--- src/rtl/lfsr_block_sync.sv ---
// 64b66b receive block lock: hunts for sync-header alignment with bitslip requests
// and forwards aligned, still-scrambled blocks to the descrambler.
//
// state  | meaning
// INIT   | one cycle after reset, counters cleared
// SEARCH | counting consecutive valid headers toward lock
// SLIP   | bitslip pulse to the gearbox
// WAIT   | ignoring input while the gearbox realigns
// LOCKED | aligned; invalid headers tracked per window
module lfsr_block_sync #(
  parameter int DATA_WIDTH = 64,
  parameter int HDR_WIDTH  = 2,
  parameter int LOCK_CNT   = 64,
  parameter int ERR_LIMIT  = 16,
  parameter int SLIP_WAIT  = 32
) (
  input  logic                  clk,
  input  logic                  rst,
  input  logic [DATA_WIDTH-1:0] data_in,
  input  logic [HDR_WIDTH-1:0]  hdr_in,
  input  logic                  in_valid,
  output logic [DATA_WIDTH-1:0] data_out,
  output logic [HDR_WIDTH-1:0]  hdr_out,
  output logic                  out_valid,
  output logic                  bitslip,
  output logic                  block_lock,
  output logic [7:0]            err_count
);

  localparam int CNT_W = $clog2(LOCK_CNT + 1);
  localparam int BAD_W = $clog2(ERR_LIMIT + 1);
  localparam logic [CNT_W-1:0] LOCK_LAST = CNT_W'(LOCK_CNT - 1);
  localparam logic [CNT_W-1:0] LOCK_FULL = CNT_W'(LOCK_CNT);
  localparam logic [BAD_W-1:0] ERR_FULL  = BAD_W'(ERR_LIMIT);
  localparam logic [7:0]       WAIT_LOAD = 8'(SLIP_WAIT - 1);

  typedef enum logic [2:0] {
    ST_INIT, ST_SEARCH, ST_SLIP, ST_WAIT, ST_LOCKED
  } state_t;

  state_t           state, state_nxt;
  logic [CNT_W-1:0] sh_cnt, sh_nxt, win_cnt, win_nxt, win_step;
  logic [BAD_W-1:0] bad_cnt, bad_nxt, bad_step;
  logic [7:0]       wait_cnt, wait_nxt, err_nxt;
  logic             hdr_ok;

  assign hdr_ok = hdr_in[0] ^ hdr_in[1];

  always_ff @(posedge clk) begin
    if (rst) begin
      state     <= ST_INIT;
      sh_cnt    <= '0;
      win_cnt   <= '0;
      bad_cnt   <= '0;
      wait_cnt  <= '0;
      err_count <= '0;
    end else begin
      state     <= state_nxt;
      sh_cnt    <= sh_nxt;
      win_cnt   <= win_nxt;
      bad_cnt   <= bad_nxt;
      wait_cnt  <= wait_nxt;
      err_count <= err_nxt;
    end
  end

  always_comb begin
    state_nxt = state;
    sh_nxt    = sh_cnt;
    win_nxt   = win_cnt;
    bad_nxt   = bad_cnt;
    wait_nxt  = wait_cnt;
    err_nxt   = err_count;
    win_step  = win_cnt + CNT_W'(1);
    bad_step  = bad_cnt + BAD_W'(hdr_ok ? 0 : 1);
    case (state)
      ST_INIT: begin
        state_nxt = ST_SEARCH;
        sh_nxt    = '0;
        win_nxt   = '0;
        bad_nxt   = '0;
        wait_nxt  = '0;
      end
      ST_SEARCH: begin
        if (in_valid) begin
          if (!hdr_ok) begin
            state_nxt = ST_SLIP;
            sh_nxt    = '0;
          end else if (sh_cnt == LOCK_LAST) begin
            state_nxt = ST_LOCKED;
            sh_nxt    = '0;
            win_nxt   = '0;
            bad_nxt   = '0;
          end else begin
            sh_nxt = sh_cnt + CNT_W'(1);
          end
        end
      end
      ST_SLIP: begin
        state_nxt = ST_WAIT;
        wait_nxt  = WAIT_LOAD;
      end
      ST_WAIT: begin
        if (wait_cnt == '0) begin
          state_nxt = ST_SEARCH;
          sh_nxt    = '0;
        end else begin
          wait_nxt = wait_cnt - 8'd1;
        end
      end
      ST_LOCKED: begin
        if (in_valid) begin
          if (!hdr_ok && err_count != 8'hFF) err_nxt = err_count + 8'd1;
          // Losing lock wins over a window rollover on the same header.
          if (bad_step == ERR_FULL) begin
            state_nxt = ST_SLIP;
            win_nxt   = '0;
            bad_nxt   = '0;
          end else if (win_step == LOCK_FULL) begin
            win_nxt = '0;
            bad_nxt = '0;
          end else begin
            win_nxt = win_step;
            bad_nxt = bad_step;
          end
        end
      end
      default: state_nxt = ST_INIT;
    endcase
  end

  assign bitslip    = (state == ST_SLIP);
  assign block_lock = (state == ST_LOCKED);

  always_ff @(posedge clk) begin
    if (rst) begin
      data_out  <= '0;
      hdr_out   <= '0;
      out_valid <= 1'b0;
    end else begin
      if (in_valid) begin
        data_out <= data_in;
        hdr_out  <= hdr_in;
      end
      out_valid <= in_valid && (state == ST_LOCKED);
    end
  end

endmodule

--- config.mk ---
export PLATFORM = sky130hd
export DESIGN_NAME = lfsr_block_sync
export DESIGN_NICKNAME = d
export VERILOG_FILES = /design/src/rtl/lfsr_block_sync.sv
export SDC_FILE = /design/constraint.sdc
export NUM_CORES = 1
export LEC_CHECK = 0
export BUFFER_PORTS_ARGS = -buffer_cell sky130_fd_sc_hd__buf_2
export CAP_MARGIN = 15
export CELL_PAD_IN_SITES_DETAIL_PLACEMENT = 2
export CELL_PAD_IN_SITES_GLOBAL_PLACEMENT = 2
export CORE_MARGIN = 3
export CORE_UTILIZATION = 30
export CTS_CLUSTER_SIZE = 28
export DETAILED_ROUTE_END_ITERATION = 10
export PLACE_DENSITY_LB_ADDON = 0.1
export SLEW_MARGIN = 20
export SYNTH_ARGS = -nofsm -noshare
export SYNTH_HDL_FRONTEND = slang
export SYNTH_SLANG_ARGS = --single-unit
--- constraint.sdc ---
create_clock -name clk -period 4.6 [get_ports clk]
set_input_delay 0 -clock clk [delete_from_list [all_inputs] [get_ports clk]]
set_output_delay 0 -clock clk [all_outputs]
set_load 0.02 [all_outputs]
==> results of run 1 <==
## worst register-to-register path: cells and delay by family (launching register included)
family          cells  cell delay (ps)
buf+inv             2              390
flops               1              600
simple gates        2             1020
compound gates      3              660
## kinds of logic after synthesis
kind of cell	Yosys count	share of synthesized area, %
buffers and inverters	37	3.18
adder cells (fa/ha/maj)	6	1.66
AO/OA/AOI/OAI	72	10.4
XOR/XNOR	10	1.94
multiplexers	69	15.3
AND/OR/NAND/NOR	195	20.9
flip-flops	105	46.5
## routing by layer
layer	share of wire, %	vias up
li1	-	2133
met1	40	2170
met2	54	81
met3	4.5	18
met4	1.5	0
met5	0	-
## flip-flops by register name (all words and copies together) (netlist names)
| signal | count |
|---|---|
| bad_cnt | 5 |
| data_out | 64 |
| wait_cnt | 8 |
| out_valid | 1 |
| err_count | 8 |
| sh_cnt | 7 |
| hdr_out | 2 |
| state | 3 |
| win_cnt | 7 |
## power breakdown
part / leakage (nW) / internal, mW / switching [mW]
sequential: 0.861 / 0.987 / 0.0922
combinational: 1.89 / 0.301 / 0.447
clock: 0.159 / 0.463 / 0.381
## placed cells by master (no fill, tap or decap), types with 6 or more instances in the layout
cell / instances
a21oi_1: 23
buf_2: 144
clkbuf_16: 9
dfxtp_1: 105
dlygate4sd3_1: 71
ha_1: 6
inv_1: 10
mux2i_1: 68
nand2_1: 32
nand3_1: 17
nand4b_1: 6
nor2_1: 92
nor3_1: 6
o21a_1: 7
o21ai_0: 15
or4_1: 7
xnor2_1: 9
## worst min-delay path by stage
stage / startpoint / endpoint / slack [ps] / cells past startpoint
6_report: in_valid / out_valid / 60 / 3
5_1_grt: in_valid / out_valid / 70 / 3
2_1_floorplan: data_in[16] / data_out[16] / 150 / 2
4_1_cts: in_valid / out_valid / 50 / 3
3_5_place_dp: data_in[25] / data_out[25] / 250 / 3
3_3_place_gp: data_in[51] / data_out[51] / 230 / 3
## final cells by class
cell class                      count  share of cell area [%]
Multi-Input combinational cell    352                    35.4
Sequential cell                   105                    32.7
Timing Repair Buffer              218                    22.6
Clock buffer                       11                    3.93
Tap cell                          184                    3.58
Clock inverter                      5                    1.05
Inverter                           12                   0.700
Antenna cell                        1                  0.0389
==> metrics.txt, run 1 <==
total iterations of the first detailed-routing run=4; first-pass GRT wire length=26,800 um; # setup viols final=0; Max stage delay cell, worst path=a22oi_1; total power per unit cell area=415 nW/um^2; final cell count without fillers=888; max-slew violation count=0; Cells after Synth=494; WP depth=11; CTS tree=done; CTS max path bufs=2; Worst setup startpoint=hdr_in[1]; final net count=773; Crit path required time=4850 ps; CTS Buf Count=9; synth-to-layout area growth=42.3%; core area=14,600 um^2; DR DRC count=0; layout cell share with drive strength beyond 1=24.3%; CP Cell Sequence=dlygate4sd3_1, buf_2, xor2_1, inv_2, ha_1, ha_1, o21ai_0, o21ai_0, a22oi_1, o32ai_1, o21a_1; initial core utilization=30.9%; Post-synth EDFFs=0; fin crit period=2980 ps; CTS Hold Bufs=71; Synth Cell Area=4520 um^2; period utilization=64.7%; CP Buf/Inv Count=3; Seq cells post-synth=105; FILL cells=1,585; worst r2r src=state[2]; clk sink count=105; area share of the leading cell type in the synthesized netlist=46.5%; worst skew pair latency=360 ps; antenna violations before repair=1; H-tree Lvls=3; Final Cell Area=6430 um^2; Seq/Total Area, Yosys=46.5%; Crit Path Class=in2reg; final wirelength=16,700 um; Die W=129 um; Clock transition at path regs=70 ps; worst slew pin tran=1110 ps; max-cap viol count=0; Port Buffers=145; area occupied by multi-input gates=2280 um^2; unrepaired setup endpoints after global routing=false; CP Launch Type=input port; R2R depth=7; CP arrival=3230 ps; hold slack=62.5 ps; Register Area=2100 um^2; # resized after CTS=0; grt ovf=0; Post-DRT Antenna Nets=0; post-DP HPWL=9990 um; clk_skew=9.05 ps; syn_nets=569; Post-synth ARST share=0%; crit-path max cell delay=890 ps; final hold violations=0; Starting DRT DRC Count=205; die footprint=16,600 um^2; Routed wire per std cell=18.8 um; placed instance count=800; met2 global-route usage=38.4%; synth unique cells=53; reg-to-reg endpoint=win_cnt[3]; drt via density=4.96; busiest layer in global routing=met2; top_reg_cell synth=dfxtp_1; GRT Overall Usage=20.6%; Worst Path Max Fanout=13; root buffer cell=clkbuf_16; worst min path class=in2reg; met3 Use GR=5.65%; Vias=4,402; maximum VDD drop=164 uV; std cell rows=44; vias in the first global route=4,855; P_leak=2.91 nW; synth cell count leaders=105 x dfxtp_1, 92 x nor2_1, 68 x mux2i_1; GP Congestion=0.724; Setup WS post-layout=1620 ps; worst setup path end=win_cnt[6]; status=finished, final reports clean; postcts setup bufs=0; post-synthesis cell type with the largest combined area=dfxtp_1; largest net degree at the start of global routing=89; R2R setup slack=1860 ps; Setup crit end kind=flop; Syn Area/Cell=9.15 um^2; Total Power=2.67 mW; post-place setup slack=1770 ps; setup TNS=0 ps; max_slew headroom=25.9%; Synth Warn #=0; ranking of synthesized cells by area=dfxtp_1 47%, mux2i_1 15%, nor2_1 7.6%; I/O pin count=146; Final Core Density=43.9%; die height=129 um; M1 GR Usage=22.6%; CP delay by family, top=compound AO/OA/AOI/OAI gates; Placed Instance Area=5400 um^2; most frequent cell after synthesis=dfxtp_1; fmax=0.336 GHz
(Power assumes the default switching activity.)
==> run 2, diff against run 1 <==
--- a/config.mk
+++ b/config.mk
@@ -10,7 +10,7 @@
 export CELL_PAD_IN_SITES_DETAIL_PLACEMENT = 2
 export CELL_PAD_IN_SITES_GLOBAL_PLACEMENT = 2
 export CORE_MARGIN = 3
-export CORE_UTILIZATION = 30
+export CORE_UTILIZATION = 29
 export CTS_CLUSTER_SIZE = 28
 export DETAILED_ROUTE_END_ITERATION = 10
 export PLACE_DENSITY_LB_ADDON = 0.1
==> constraint.sdc (replaced) <==
create_clock -name clk -period 2.74 [get_ports clk]
set_input_delay 0 -clock clk [delete_from_list [all_inputs] [get_ports clk]]
set_output_delay 0 -clock clk [all_outputs]
set_load 0.02 [all_outputs]
==> run 2 against run 1 <==
  * Register-to-register slack worse by 1600 ps
  * Flip-flop and latch count stayed put
  * Sequential share of layout area is 0.057 points higher
  * Final cell count is 0.23% lower
  * Non-clock buffer count did not move
  * Power up 69%
  * Die area increased by 3.3%
  * Setup slack worse by 1400 ps
  * Combinational power grew 80%
  * Final area down 0.18%
==> metrics.txt, run 2 (same netlist as run 1, synthesis figures left out) <==
postcts setup bufs=0 (unchanged); Post-DRT Antenna Nets=0 (unchanged); most common cell after layout, fill and taps aside=buf_2; fin crit period=2470 ps; Vias=4,446 (+1.0%); H-tree Lvls=3 (unchanged); total power per unit cell area=704 nW/um^2 (+69%); # setup viols final=0 (unchanged); die height=131 um (+1.6%); R2R setup slack=270 ps (-1590 ps); Die W=131 um (+1.6%); max-slew violation count=0 (unchanged); CTS max path bufs=2 (unchanged); sequential power share=39.1% (-1.3 points); unrepaired setup endpoints after global routing=false; std cell rows=44 (unchanged); max-cap viol count=0 (unchanged); initial core utilization=30.4% (-0.46 points); most frequent cells in the layout=144 x buf_2, 105 x dfxtp_1, 92 x nor2_1; first-pass GRT wire length=26,600 um (-0.77%); CTS tree=done; Biggest register=data_out; CP arrival=2750 ps (-480 ps); placed instance count=805 (+0.63%); I/O pin count=146 (unchanged); grt ovf=0 (unchanged); clk_skew=6.34 ps (-2.70 ps); hold path depth=3 (unchanged); internal power=2.96 mW (+69%); final net count=773 (unchanged); max reg flops=64 (unchanged); Setup crit end kind=flop; maximum VDD drop=306 uV (+87%); Crit Path Class=reg2reg; max_slew headroom=47.4% (+22 points); die footprint=17,100 um^2 (+3.3%); CTS Buf Count=9 (unchanged); synth-to-layout area growth=42.1%; hold wc startpoint=in_valid; Hold EP=data_out[38]; GP Congestion=0.751 (+3.6%); final cell count without fillers=886 (-0.23%); clock share of power=31.0% (-0.6 points); worst r2r src=wait_cnt[0]; worst slew pin tran=789 ps (-323 ps); Clock transition at path regs=80 ps (about the same); P_leak=2.91 nW (-0.15%); Routed wire per std cell=18.6 um (-1.3%); Crit path required time=3020 ps (-1830 ps); sw power=1.56 mW (+69%); layout cell share with drive strength beyond 1=24.9% (+0.60 points); antenna cells=0 (-1); Switching Share=34.4% (about the same); CP Launch Type=flop; Placed Instance Area=5450 um^2 (+0.93%); # resized after CTS=0 (unchanged); root buffer cell=clkbuf_16; fmax=0.405 GHz; total iterations of the first detailed-routing run=4 (unchanged); core area=14,900 um^2 (+1.5%); final wirelength=16,400 um (-1.6%); GRT Overall Usage=19.8% (-0.75 points); period utilization=90.2%; antenna violations before repair=0 (-1); Starting DRT DRC Count=151 (-26%); worst min path class=in2reg; post-DP HPWL=10,500 um (+4.6%); worst skew pair latency=350 ps (about the same); FILL cells=1,623 (+2.4%); largest net degree at the start of global routing=47 (-47%); Comb pwr share=29.9% (+1.9 points); R2R depth=7 (unchanged); clk sink count=105 (unchanged); hold slack=177 ps (+114 ps); reg-to-reg endpoint=sh_cnt[4]; Top Registers=data_out x64, err_count x8, wait_cnt x8; Port Buffers=145 (unchanged); status=finished, final reports clean; setup TNS=0 ps (unchanged); vias in the first global route=4,952 (+2.0%); CTS Hold Bufs=66 (-7.0%); Final Core Density=43.2% (-0.73 points); Final Cell Area=6420 um^2 (-0.18%); drt via density=5.02 (+1.2%); DR DRC count=0 (unchanged); Worst Path Max Fanout=7 (-6); final hold violations=0 (unchanged)
==> run 2: cell types whose count changed in the layout (fill, tap and decap cells not counted), sizes merged <==
| cell | before | now |
|---|---|---|
| inv | 15 | 14 |
| diode | 1 | 0 |
| dlygate4sd3 | 71 | 66 |
| buf | 147 | 152 |
==> run 2: worst max-delay path by stage <==
stage	start	end	slack, ps
after floorplan	wait_cnt[0]	sh_cnt[4]	650
final	wait_cnt[0]	sh_cnt[4]	270
after global routing	wait_cnt[1]	sh_cnt[4]	140
after CTS	wait_cnt[0]	sh_cnt[4]	270
after global placement	hdr_in[1]	bad_cnt[1]	250
after detailed placement	hdr_in[1]	bad_cnt[1]	110
==> run 2: cell type report <==
type,count,area (um^2),area share (%)
Multi-Input combinational cell,352,2280,35.5
Sequential cell,105,2100,32.7
Timing Repair Buffer,218,1450,22.6
Clock buffer,11,253,3.94
Tap cell,184,230,3.59
Clock inverter,4,58.8,0.916
Inverter,12,45.0,0.702
==> run 2: stage by stage <==
step / setup slack, ps / power [mW]
6_report: 268 / 4.52
5_1_grt: 144 / 4.80
4_1_cts: 271 / 4.56
3_5_place_dp: 110 / 3.05
3_3_place_gp: 247 / 3.01
2_1_floorplan: 647 / 2.65
==> run 2: metal layers <==
layer	wire (um)	vias to the layer above	global-route usage [%]
li1	-	2143	-
met1	6820	2181	22.7
met2	8380	104	35.0
met3	1030	18	7.24
met4	214	0	4.78
met5	0	-	0
==> run 2: power groups by stage <==
stage               Clock, mW  Combinational, mW  Sequential, mW
finish                   1.40               1.35            1.77
floorplan                   0              0.813            1.83
global route             1.50               1.50            1.79
CTS                      1.44               1.35            1.77
detailed placement          0               1.26            1.80
global placement            0               1.22            1.79
==> run 2: critical path: stages (launching register included) <==
cell and delay, ps:
dfxtp_1 350, inv_1 70, ha_1 190, or3b_2 530
nor3_1 280, o21ai_1 240, or4_1 540, o22ai_1 180
==> run 3, diff against run 2 <==
--- a/config.mk
+++ b/config.mk
@@ -5,7 +5,7 @@
 export SDC_FILE = /design/constraint.sdc
 export NUM_CORES = 1
 export LEC_CHECK = 0
-export BUFFER_PORTS_ARGS = -buffer_cell sky130_fd_sc_hd__buf_2
+export BUFFER_PORTS_ARGS = -buffer_cell sky130_fd_sc_hd__buf_4
 export CAP_MARGIN = 15
 export CELL_PAD_IN_SITES_DETAIL_PLACEMENT = 2
 export CELL_PAD_IN_SITES_GLOBAL_PLACEMENT = 2
==> run 3 against run 2 <==
  * Final cell count up 0.23%
  * First-iteration DRC count shrank 40%
  * Utilization is 2.3 points higher
  * Die area did not move
==> metrics.txt, run 3 (same netlist as run 1, synthesis figures left out) <==
status=finished, final reports clean; initial core utilization=30.4% (unchanged); final hold violations=0 (unchanged); most frequent cells in the layout=151 x buf_4, 105 x dfxtp_1, 92 x nor2_1; H-tree Lvls=3 (unchanged); synth-to-layout area growth=49.7%; Top Registers=data_out x64, err_count x8, wait_cnt x8; std cell rows=44 (unchanged); worst slew pin tran=824 ps (+35.2 ps); grt ovf=0 (unchanged); period utilization=89.9% (-0.27 points); Crit path required time=3030 ps (about the same); max reg flops=64 (unchanged); Post-DRT Antenna Nets=0 (unchanged); die footprint=17,100 um^2 (unchanged); max-cap viol count=0 (unchanged); fmax=0.406 GHz (+0.30%); worst skew pair latency=360 ps (about the same); vias in the first global route=5,039 (+1.8%); CTS max path bufs=2 (unchanged); post-DP HPWL=10,900 um (+4.6%); Crit Path Class=in2reg; met2 global-route usage=36.3% (+1.3 points); Routed wire per std cell=19.3 um (+4.1%); Vias=4,431 (-0.34%); total iterations of the first detailed-routing run=4 (unchanged); FILL cells=1,567 (-3.5%); max-slew violation count=0 (unchanged); die height=131 um (unchanged); R2R depth=7 (unchanged); Total Power=4.49 mW (-0.61%); hold wc startpoint=rst; DR DRC count=0 (unchanged); CTS tree=done; CP Launch Type=input port; setup TNS=0 ps (unchanged); Port Buffers=145 (unchanged); first-pass GRT wire length=27,400 um (+3.0%); M1 GR Usage=23.6% (+0.91 points); Worst setup startpoint=hdr_in[1]; antenna violations before repair=0 (unchanged); most common cell after layout, fill and taps aside=buf_4; fin crit period=2460 ps (-7.33 ps); P_leak=2.96 nW (+1.9%); drt via density=4.99 (-0.56%); root buffer cell=clkbuf_16; core area=14,900 um^2 (unchanged); Clock transition at path regs=70 ps (about the same); max_slew headroom=45.1% (-2.3 points); CTS Buf Count=9 (unchanged); hold path depth=3 (unchanged); total power per unit cell area=664 nW/um^2 (-5.7%); Worst Path Max Fanout=7 (unchanged); CP arrival=2750 ps (about the same); Starting DRT DRC Count=91 (-40%); Setup crit end kind=flop; layout cell share with drive strength beyond 1=25.0% (+0.071 points); Die W=131 um (unchanged); GP Congestion=0.777 (+3.5%); antenna cells=0 (unchanged); met3 Use GR=7.15% (-0.081 points); busiest layer in global routing=met2; clk sink count=105 (unchanged); # setup viols final=0 (unchanged); largest net degree at the start of global routing=67 (+43%); worst r2r src=wait_cnt[0]; maximum VDD drop=345 uV (+13%); final wirelength=17,200 um (+4.3%); Biggest register=data_out; clk_skew=4.63 ps (-1.71 ps); I/O pin count=146 (unchanged); worst min path class=in2reg; final net count=774 (+0.13%); unrepaired setup endpoints after global routing=false; GRT Overall Usage=20.4% (+0.60 points)
[run 3: repair_timing]
| action | in CTS | in global routing |
|---|---|---|
| endpoints found under the hold margin | 67 | 0 |
| setup endpoints to repair | 0 | 11 |
| resized for setup | 0 | 3 |
| hold buffers | 67 | 0 |
| buffers inserted | 0 | 0 |
[run 3: final cells by class]
cell class	instances	area [um^2]	share of cell area (%)
Multi-Input combinational cell	352	2290	33.9
Timing Repair Buffer	219	1820	26.8
Sequential cell	105	2100	31.1
Tap cell	184	230	3.40
Inverter	12	45.0	0.666
Clock inverter	4	35.0	0.518
Clock buffer	12	246	3.64
[run 3: metrics by stage]
| step | cells | setup WS (ps) | area (um^2) | util [%] | hold slack, ps |
|---|---|---|---|---|---|
| final | 888 | 276 | 6760 | 45.5 | 184 |
| after global routing | 888 | 91.7 | 6760 | 45.5 | 192 |
| after CTS | 888 | 6.56 | 6740 | 45.4 | 167 |
| after detailed placement | 805 | 197 | 5790 | 39.0 | 246 |
| after global placement | 805 | 293 | 5790 | 39.0 | 234 |
| after floorplan | 494 | 647 | 4520 | - | 148 |
[run 3: power breakdown]
group / leakage [nW] / total, mW / switching, mW / internal, mW
Clock: 0.138 / 1.29 / 0.631 / 0.656
Sequential: 0.861 / 1.78 / 0.120 / 1.66
Combinational: 1.96 / 1.43 / 0.825 / 0.602
Total: 2.96 / 4.49 / 1.58 / 2.91
[run 3: routing by layer]
metal	part of all wire, %	wire (um)	up-vias
met5	0	0	-
met4	1.5	257	0
met3	5.7	973	21
met2	51	8800	101
met1	42	7120	2172
li1	-	-	2137
[run 3: worst max-delay path: stages]
cell	delay, ps
dlygate4sd3_1	540
buf_4	150
xor2_2	220
inv_2	120
ha_1	240
ha_1	260
and3b_1	180
o21ai_1	210
a22oi_2	170
or4_1	500
a21oi_1	160
[run 3: path summary, 6_finish.rpt]
check | to | slack (ps)
worst max-delay path | win_cnt[0] | 280
worst min-delay path | bad_cnt[1] | 180
worst max register to register | sh_cnt[4] | 350
worst min register to register | sh_cnt[6] | 430
